File: config.mk
export PLATFORM = sky130hd
export DESIGN_NAME = config_register_bank
export DESIGN_NICKNAME = d
export VERILOG_FILES = /design/src/rtl/vga_cfg_defs_pkg.sv /design/src/rtl/cfg_shadow_regs.sv /design/src/rtl/config_register_bank.sv
export SDC_FILE = /design/constraint.sdc
export NUM_CORES = 1
export LEC_CHECK = 0
export BUFFER_PORTS_ARGS = -buffer_cell sky130_fd_sc_hd__buf_4
export CAP_MARGIN = 20
export CORE_AREA = 2 2 75 84
export CTS_BUF_LIST = sky130_fd_sc_hd__clkbuf_4 sky130_fd_sc_hd__clkbuf_8
export DETAILED_ROUTE_END_ITERATION = 6
export DIE_AREA = 0 0 77 86
export PLACE_DENSITY_LB_ADDON = 0.05
export SLEW_MARGIN = 20
export SYNTH_ARGS = -nofsm -noshare
export SYNTH_HDL_FRONTEND = slang
export SYNTH_SLANG_ARGS = --single-unit
File: constraint.sdc
create_clock -name clk -period 3 [get_ports clk]
set_input_delay 0.45 -clock clk [delete_from_list [all_inputs] [get_ports clk]]
set_output_delay 0.45 -clock clk [all_outputs]
set_load 0.1 [all_outputs]
File: src/rtl/vga_cfg_defs_pkg.sv
// Shared definitions for the VGA configuration register bank: command
// address and codes, register index names and handshake FSM encodings.
package vga_cfg_defs;

    localparam logic [3:0] CMD_ADDR_DEFAULT = 4'hF;
    localparam logic [3:0] CMD_COMMIT       = 4'h1;
    localparam logic [3:0] CMD_DEFAULTS     = 4'h2;

    localparam int REG_MODE    = 0;
    localparam int REG_FG_R    = 1;
    localparam int REG_FG_G    = 2;
    localparam int REG_FG_B    = 3;
    localparam int REG_BG_R    = 4;
    localparam int REG_BG_G    = 5;
    localparam int REG_BG_B    = 6;
    localparam int REG_PATTERN = 7;

    typedef enum logic [1:0] {
        ST_IDLE     = 2'd0,
        ST_CAPTURE  = 2'd1,
        ST_APPLY    = 2'd2,
        ST_WAIT_LOW = 2'd3
    } state_t;

endpackage

File: src/rtl/cfg_shadow_regs.sv
// Shadow and active copies of the configuration registers. Writes and
// default loads land in the shadow copy; commit copies shadow to active.
// A commit in the same cycle as a shadow update uses the pre-update shadow.
module cfg_shadow_regs #(
    parameter int                           DATA_W   = 4,
    parameter int                           ADDR_W   = 4,
    parameter int                           NUM_REGS = 8,
    parameter logic [NUM_REGS*DATA_W-1:0]   RST_VALS = '0
) (
    input  logic                        clk,
    input  logic                        rst,
    input  logic                        wr_en,
    input  logic [ADDR_W-1:0]           wr_addr,
    input  logic [DATA_W-1:0]           wr_data,
    input  logic                        commit,
    input  logic                        load_defaults,
    output logic [NUM_REGS*DATA_W-1:0]  cfg_active,
    output logic                        dirty
);

    logic [NUM_REGS-1:0][DATA_W-1:0] shadow;
    logic [NUM_REGS-1:0][DATA_W-1:0] active;

    assign cfg_active = active;

    // Shadow/active update; dirty tracks whether a shadow change awaits commit.
    always_ff @(posedge clk or posedge rst) begin
        if (rst) begin
            shadow <= RST_VALS;
            active <= RST_VALS;
            dirty  <= 1'b0;
        end else begin
            if (commit) begin
                active <= shadow;
            end
            if (load_defaults) begin
                shadow <= RST_VALS;
            end else if (wr_en) begin
                for (int i = 0; i < NUM_REGS; i++) begin
                    if (wr_addr == ADDR_W'(i)) begin
                        shadow[i] <= wr_data;
                    end
                end
            end
            if (wr_en || load_defaults) begin
                dirty <= 1'b1;
            end else if (commit) begin
                dirty <= 1'b0;
            end
        end
    end

endmodule

File: src/rtl/config_register_bank.sv
// VGA configuration register bank. A level-held valid from the address
// decoder produces exactly one write and one ack pulse. Register writes go
// to the shadow copy; the display-facing active copy only changes on a
// frame boundary or an explicit commit command.
module config_register_bank
    import vga_cfg_defs::*;
#(
    parameter int                           DATA_W   = 4,
    parameter int                           ADDR_W   = 4,
    parameter int                           NUM_REGS = 8,
    parameter logic [ADDR_W-1:0]            CMD_ADDR = ADDR_W'(CMD_ADDR_DEFAULT),
    parameter logic [NUM_REGS*DATA_W-1:0]   RST_VALS = '0
) (
    input  logic                        clk,
    input  logic                        rst,
    input  logic                        valid,
    input  logic [ADDR_W-1:0]           address,
    input  logic [DATA_W-1:0]           data,
    input  logic                        frame_start,
    output logic                        ack,
    output logic [NUM_REGS*DATA_W-1:0]  cfg_active,
    output logic                        dirty,
    output logic                        addr_err
);

    state_t              state;
    logic [ADDR_W-1:0]   cap_addr;
    logic [DATA_W-1:0]   cap_data;
    logic                in_range;
    logic                is_cmd;
    logic                applying;
    logic                wr_en;
    logic                cmd_commit;
    logic                load_defaults;
    logic                commit;

    // Classify the captured request; strobes only fire during APPLY.
    always_comb begin
        in_range      = cap_addr < ADDR_W'(NUM_REGS);
        is_cmd        = cap_addr == CMD_ADDR;
        applying      = state == ST_APPLY;
        wr_en         = applying && in_range;
        cmd_commit    = applying && is_cmd && (cap_data == DATA_W'(CMD_COMMIT));
        load_defaults = applying && is_cmd && (cap_data == DATA_W'(CMD_DEFAULTS));
        commit        = cmd_commit || (frame_start && dirty);
    end

    // Handshake FSM with registered ack and sticky address error.
    always_ff @(posedge clk or posedge rst) begin
        if (rst) begin
            state    <= ST_IDLE;
            cap_addr <= '0;
            cap_data <= '0;
            ack      <= 1'b0;
            addr_err <= 1'b0;
        end else begin
            ack <= 1'b0;
            case (state)
                ST_IDLE: begin
                    if (valid) begin
                        state <= ST_CAPTURE;
                    end
                end
                ST_CAPTURE: begin
                    cap_addr <= address;
                    cap_data <= data;
                    ack      <= 1'b1;
                    state    <= ST_APPLY;
                end
                ST_APPLY: begin
                    if (!in_range && !is_cmd) begin
                        addr_err <= 1'b1;
                    end
                    state <= ST_WAIT_LOW;
                end
                ST_WAIT_LOW: begin
                    if (!valid) begin
                        state <= ST_IDLE;
                    end
                end
                default: state <= ST_IDLE;
            endcase
        end
    end

    cfg_shadow_regs #(
        .DATA_W   (DATA_W),
        .ADDR_W   (ADDR_W),
        .NUM_REGS (NUM_REGS),
        .RST_VALS (RST_VALS)
    ) u_regs (
        .clk           (clk),
        .rst           (rst),
        .wr_en         (wr_en),
        .wr_addr       (cap_addr),
        .wr_data       (cap_data),
        .commit        (commit),
        .load_defaults (load_defaults),
        .cfg_active    (cfg_active),
        .dirty         (dirty)
    );

endmodule

==> qor.csv, run 1 <==
metric,value,unit
setup repair bufs after CTS,0,
die height,86,microns
Critical Path Source,state[0],
CP peak stage delay,0.64,ns
Final Max Slew Viols,0,
"Seq/Total Area, Yosys",58.22,%
Core Region,5733,sq um
# DRC,0,
initial antenna violation count,0,
CTS tree,built,
R2R Path Start,state[0],
status,"complete, no violations",
CTS Buffer Depth,2,
Hold Buf Count CTS,0,
Slew HR,44.40,%
P&R area growth vs syn,18.56,%
Stages on worst setup path,7,
Syn Std Cell Area,3309,sq um
first-pass GRT wire length,10.30,mm
post-DR wirelength/cell,15.94,microns
routability congestion estimate,0.7513,
CP Capture Point,u_regs.cfg_active[29],
syn nets,270,
fmax,421.3,MHz
ANT nets after route,0,
synth warn,0,
via count,2054,
utilization after layout,68.44,%
Pre-antenna DRT Iters,4,
Worst Hold Class,primary input to async pin,
critical path peak fanout,23,
synth unique cells,29,
CP Data Required Time,3.23,ns
num rows,29,
area share of the largest cell type after synthesis,58.22,%
share of layout cells above drive strength 1,37.46,%
starting density of the core,57.73,%
vias per cell,5.349,
Critical-path top delay cell,a22oi_2,
Die ar.,6622,sq um
clk sinks,77,
largest net degree at the start of global routing,78,
vias in the first global route,2001,
final-stage net count,319,
"area leader, netlist",dfrtp_1,
Die Span X,77,microns
Final setup violation count,0,
total CTS buffers,9,
"CP delay by family, top",compound AO/OA/AOI/OAI gates,
Commonest cells post-synth,"77 x dfrtp_1, 30 x mux2_4, 26 x o21ai_0",
final WL,6.121,mm
RSZ-0062 raised after global routing,no,
worst-margin pin slew,0.8276,ns
worst r2r dst,u_regs.cfg_active[29],
most common cell in the netlist,dfrtp_1,
worst-path cell chain,inv_1 -> ha_1 -> nand4bb_4 -> nor3_2 -> a22oi_2 -> buf_12 -> mux2_4,
fraction of registers with async set/reset,100.0,%
clock skew,0.01014,ns
Post-Synthesis Cells,253,
First DRT Iteration DRCs,116,
"Hold Violations, Final",0,
critical path startpoint category,flip-flop,
GRT Total Usage,20.29,%
post-synthesis register bit count,77,
Final Instance Area,3924,sq um
Bufs and invs on worst path,2,
fin crit share,79.12,%
Reg2Reg Depth,7,
antenna cells,0,
H-tree Lvls,3,
later-pin clock latency in the skew report,0.34,ns
placed standard-cell area,3742,sq um
Worst-path clk slew,0.08,ns
crit path capture type,flip-flop,
final setup TNS,0,ns
mean post-synth cell area,13.08,sq um
max cap viols,0,
CTS root buf,clkbuf_8,
FF-to-FF setup slack,0.63,ns
crit path kind,flip-flop to flip-flop,
hpwl dp,4.116,mm
number of port buffers,46,
"Arr. time, crit path",2.60,ns
gr ovfl total,0,
largest cells by area after synthesis,"dfrtp_1 58%, mux2_4 14%, o21ai_0 3.9%",
"Gates resized, CTS repair",0,
Main synth FF type,dfrtp_1,
Post-synth EDFFs,0,
crit path time final,2.374,ns
io pins,47,
-- logic make-up after synthesis --
group,after synthesis,synth area share (%)
muxes,46,18.79
AOI/OAI and AO/OA,42,8.015
and+or+nand+nor,65,10.17
adders and majority gates,5,1.890
buffers and inverters,18,2.911
DFF,77,58.22
-- state kept, by name, indices dropped and copies added, names as in the netlist --
register,count
addr_err,1
state,2
ack,1
u_regs.shadow,32
u_regs.cfg_active,32
cap_addr,4
cap_data,4
u_regs.dirty,1
-- stage by stage --
step / worst slack [ns] / hold slack (ns) / std cells
6_report: 0.6265 / 0.2002 / 384
5_1_grt: 0.4748 / 0.2238 / 384
4_1_cts: 0.6095 / 0.2106 / 384
3_5_place_dp: 0.6130 / 0.4840 / 368
3_3_place_gp: 0.6788 / 0.4830 / 368
2_1_floorplan: 0.5833 / 0.4662 / 253
-- worst register-to-register path, stage by stage (launching register included) --
cell and delay [ns]:
dfrtp_1 0.37, inv_1 0.09, ha_1 0.30, nand4bb_4 0.16
nor3_2 0.07, a22oi_2 0.64, buf_12 0.29, mux2_4 0.34
-- per-layer routing --
metal	share of wire, %	global-route usage, %	up-vias
li1	-	-	976
met1	48	28.64	1019
met2	47	30.78	47
met3	3.3	4.737	12
met4	1.9	8.117	0
met5	0	0	-
-- worst min path at each step --
stage | slack (ns) | end | depth (start not counted) | start
2_1_floorplan | 0.47 | u_regs.shadow[29] | 1 | u_regs.shadow[29]
3_3_place_gp | 0.48 | u_regs.shadow[31] | 1 | u_regs.shadow[31]
3_5_place_dp | 0.48 | addr_err | 1 | addr_err
4_1_cts | 0.21 | u_regs.cfg_active[10] | 3 | rst
5_1_grt | 0.22 | u_regs.cfg_active[0] | 3 | rst
6_report | 0.20 | u_regs.cfg_active[10] | 3 | rst
-- layout by cell type (no fill, tap or decap) --
| master | synthesis | routed |
|---|---|---|
| nand4bb_4 | 1 | 1 |
| nor3_1 | 2 | 2 |
| clkbuf_4 | 0 | 1 |
| dfrtp_1 | 77 | 77 |
| or3_1 | 1 | 1 |
| clkinvlp_4 | 0 | 1 |
| buf_12 | 0 | 2 |
| a22oi_2 | 1 | 1 |
| mux2_2 | 9 | 9 |
| a22o_1 | 3 | 3 |
| a21oi_1 | 2 | 2 |
| o31ai_1 | 1 | 1 |
| o21ai_0 | 26 | 26 |
| o31a_1 | 1 | 1 |
| ha_1 | 5 | 5 |
| nor2_1 | 21 | 21 |
| nand2b_1 | 9 | 9 |
| nand2_1 | 22 | 22 |
| nor4_2 | 0 | 1 |
| clkinv_2 | 0 | 3 |
| nor3_2 | 4 | 4 |
| nand3_1 | 1 | 1 |
| a31o_2 | 1 | 1 |
| buf_4 | 0 | 49 |
| inv_1 | 5 | 4 |
| mux2_4 | 30 | 30 |
| inv_2 | 0 | 1 |
| clkbuf_8 | 0 | 11 |
| o22a_1 | 7 | 7 |
| nand3b_1 | 2 | 2 |
| mux2i_1 | 7 | 7 |
| or3b_1 | 1 | 1 |
-- area by class of cell --
class / count / area [sq um]
flip-flops and latches: 77 / 1927
fillers: 454 / 1809
multi-input cells: 158 / 1292
repair buffers: 51 / 407.9
clock buffers: 12 / 158.9
well taps: 77 / 96.34
clock inverters: 4 / 22.52
inverters: 5 / 18.77
Power of run 1 is left out: the tool's default activity adds up to more than one toggle a clock period on the data nets, which glitch-free logic cannot reach.
==> inputs of run 2 (changes only) <==
--- a/config.mk
+++ b/config.mk
@@ -7,10 +7,10 @@
 export LEC_CHECK = 0
 export BUFFER_PORTS_ARGS = -buffer_cell sky130_fd_sc_hd__buf_4
 export CAP_MARGIN = 20
-export CORE_AREA = 2 2 75 84
+export CORE_AREA = 2 2 79 88
 export CTS_BUF_LIST = sky130_fd_sc_hd__clkbuf_4 sky130_fd_sc_hd__clkbuf_8
 export DETAILED_ROUTE_END_ITERATION = 6
-export DIE_AREA = 0 0 77 86
+export DIE_AREA = 0 0 81 90
 export PLACE_DENSITY_LB_ADDON = 0.05
 export SLEW_MARGIN = 20
 export SYNTH_ARGS = -nofsm -noshare
==> constraint.sdc (replaced) <==
create_clock -name clk -period 2.1 [get_ports clk]
set_input_delay 0.315 -clock clk [delete_from_list [all_inputs] [get_ports clk]]
set_output_delay 0.315 -clock clk [all_outputs]
set_load 0.1 [all_outputs]
==> run 2 against run 1 <==
Compared with the run above:
- sequential cell count is the same
- routed wire length increased by 5.9%
- register-to-register slack worse by 0.45 ns
- core utilization down 5.2 points
- first-iteration DRC count down 19%
- clock-buffer cell count up 1
- sequential share of layout area down 1.8 points
- worst hold slack got worse by 0.17 ns
- die area increased by 10%
- critical endpoint is now u_regs.cfg_active[22]
==> qor.csv, run 2 (synthesis gave the netlist of run 1 again) <==
metric,value,unit,change
status,"complete, no violations",,
placed insts,384,,+4.3%
fmax,519.0,MHz,+23%
hpwl dp,4.460,mm,+8.3%
final setup TNS,0,ns,unchanged
worst r2r dst,u_regs.cfg_active[22],,
routed wl met3,272,microns,+37%
routability congestion estimate,0.7841,,+4.4%
starting density of the core,51.40,%,-6.3 points
# DRC,0,,unchanged
fin crit share,91.76,%,+13 points
fillers,518,,+14%
Final setup violation count,0,,unchanged
Worst-path clk slew,0.08,ns,about the same
Reg2Reg Depth,7,,unchanged
total CTS buffers,9,,unchanged
First DRT Iteration DRCs,94,,-19%
R2R Path Start,state[0],,
share of layout cells above drive strength 1,39.94,%,+2.5 points
Hold Buf Count CTS,0,,unchanged
critical path startpoint category,flip-flop,,
Slew HR,61.30,%,+17 points
"Arr. time, crit path",2.15,ns,-0.45 ns
initial antenna violation count,0,,unchanged
CTS Buffer Depth,2,,unchanged
Core Region,6439,sq um,+12%
"most common cell after layout, fill and taps aside",dfrtp_1,,
most frequent cells in the layout,"77 x dfrtp_1, 58 x buf_4, 30 x mux2_4",,
CP Data Required Time,2.33,ns,-0.90 ns
Met1 Routed Length,3.035,mm,+3.2%
Die Span X,81,microns,+5.2%
Highest Signal Layer,met4,,
antenna cells,0,,unchanged
largest net degree at the start of global routing,39,,-50%
RSZ-0062 raised after global routing,no,,
first-pass GRT wire length,10.36,mm,+0.60%
later-pin clock latency in the skew report,0.34,ns,about the same
Die ar.,7290,sq um,+10%
P&R area growth vs syn,22.95,%,
H-tree Lvls,3,,unchanged
io pins,47,,unchanged
crit path kind,flip-flop to flip-flop,,
Final Max Slew Viols,0,,unchanged
gr ovfl total,0,,unchanged
via count,2082,,+1.4%
final non-filler cell total,400,,+4.2%
worst-margin pin slew,0.5793,ns,-0.2482 ns
Pre-antenna DRT Iters,4,,unchanged
Min Hold Slack,0.03327,ns,-0.1669 ns
FF-to-FF setup slack,0.17,ns,-0.45 ns
clock skew,0.005405,ns,-0.004730 ns
GRT Total Usage,19.16,%,-1.1 points
WL met2,3.026,mm,+5.7%
critical path peak fanout,18,,-22%
crit path capture type,flip-flop,,
number of port buffers,46,,unchanged
post-DR wirelength/cell,16.20,microns,+1.6%
final WL,6.481,mm,+5.9%
ANT nets after route,0,,unchanged
vias per cell,5.205,,-2.7%
CTS root buf,clkbuf_8,,
clk sinks,77,,unchanged
crit path time final,1.927,ns,-0.4466 ns
vias in the first global route,2028,,+1.3%
"Hold Violations, Final",0,,unchanged
CTS tree,built,,
max cap viols,0,,unchanged
Worst Hold Class,primary input to async pin,,
die height,90,microns,+4.7%
final-stage net count,330,,+3.4%
num rows,31,,+6.9%
## run 2: cell types whose count changed in the layout (fill, tap and decap cells not counted)
| cell | change |
|---|---|
| inv_2 | -1 |
| ha_4 | +1 |
| clkbuf_8 | +2 |
| ha_1 | -1 |
| buf_12 | +2 |
| buf_4 | +9 |
| clkinvlp_4 | +1 |
| clkbuf_4 | -1 |
| clkinv_2 | -1 |
## run 2: metal layers
metal / vias up / global-route usage (%)
met2: 45 / 27.41
li1: 998 / -
met4: 0 / 9.887
met5: - / 0
met1: 1027 / 27.38
met3: 12 / 3.916
## run 2: per-stage QoR
stage                     worst slack, ns  utilization [%]  area [sq um]
after floorplan                    0.1984                -          3313
after global placement             0.1123            59.95          3860
after detailed placement          0.04686            59.95          3860
after global routing              0.05173            63.19          4069
after CTS                         0.03540            63.00          4056
final                              0.1731            63.19          4069
## run 2: worst max path at each step
stage / end / from / slack (ns) / cells past startpoint
2_1_floorplan: u_regs.cfg_active[0] / state[0] / 0.20 / 7
3_3_place_gp: u_regs.cfg_active[4] / state[0] / 0.11 / 7
3_5_place_dp: u_regs.cfg_active[4] / state[0] / 0.05 / 7
4_1_cts: u_regs.cfg_active[21] / state[0] / 0.04 / 7
5_1_grt: u_regs.cfg_active[21] / state[0] / 0.05 / 7
6_report: u_regs.cfg_active[22] / state[0] / 0.17 / 7
## run 2: final cells by class
class / instances / area (sq um) / area share [%]
multi-input cells: 158 / 1305 / 32.07
inverters: 5 / 22.52 / 0.5535
clock inverters: 3 / 17.52 / 0.4305
well taps: 82 / 102.6 / 2.522
flip-flops and latches: 77 / 1927 / 47.36
clock buffers: 13 / 178.9 / 4.397
repair buffers: 62 / 515.5 / 12.67
## run 2: critical path, stage by stage (launching register included)
cell	delay [ns]
dfrtp_1	0.40
inv_1	0.16
ha_4	0.21
nand4bb_4	0.16
nor3_2	0.24
a22oi_2	0.13
buf_12	0.20
mux2_4	0.31
## run 2: what timing repair did
item	in CTS	in global routing
setup buffers	0	0
resized for setup	0	2
setup endpoints to repair	0	35
Power of run 2 is left out for the same reason.
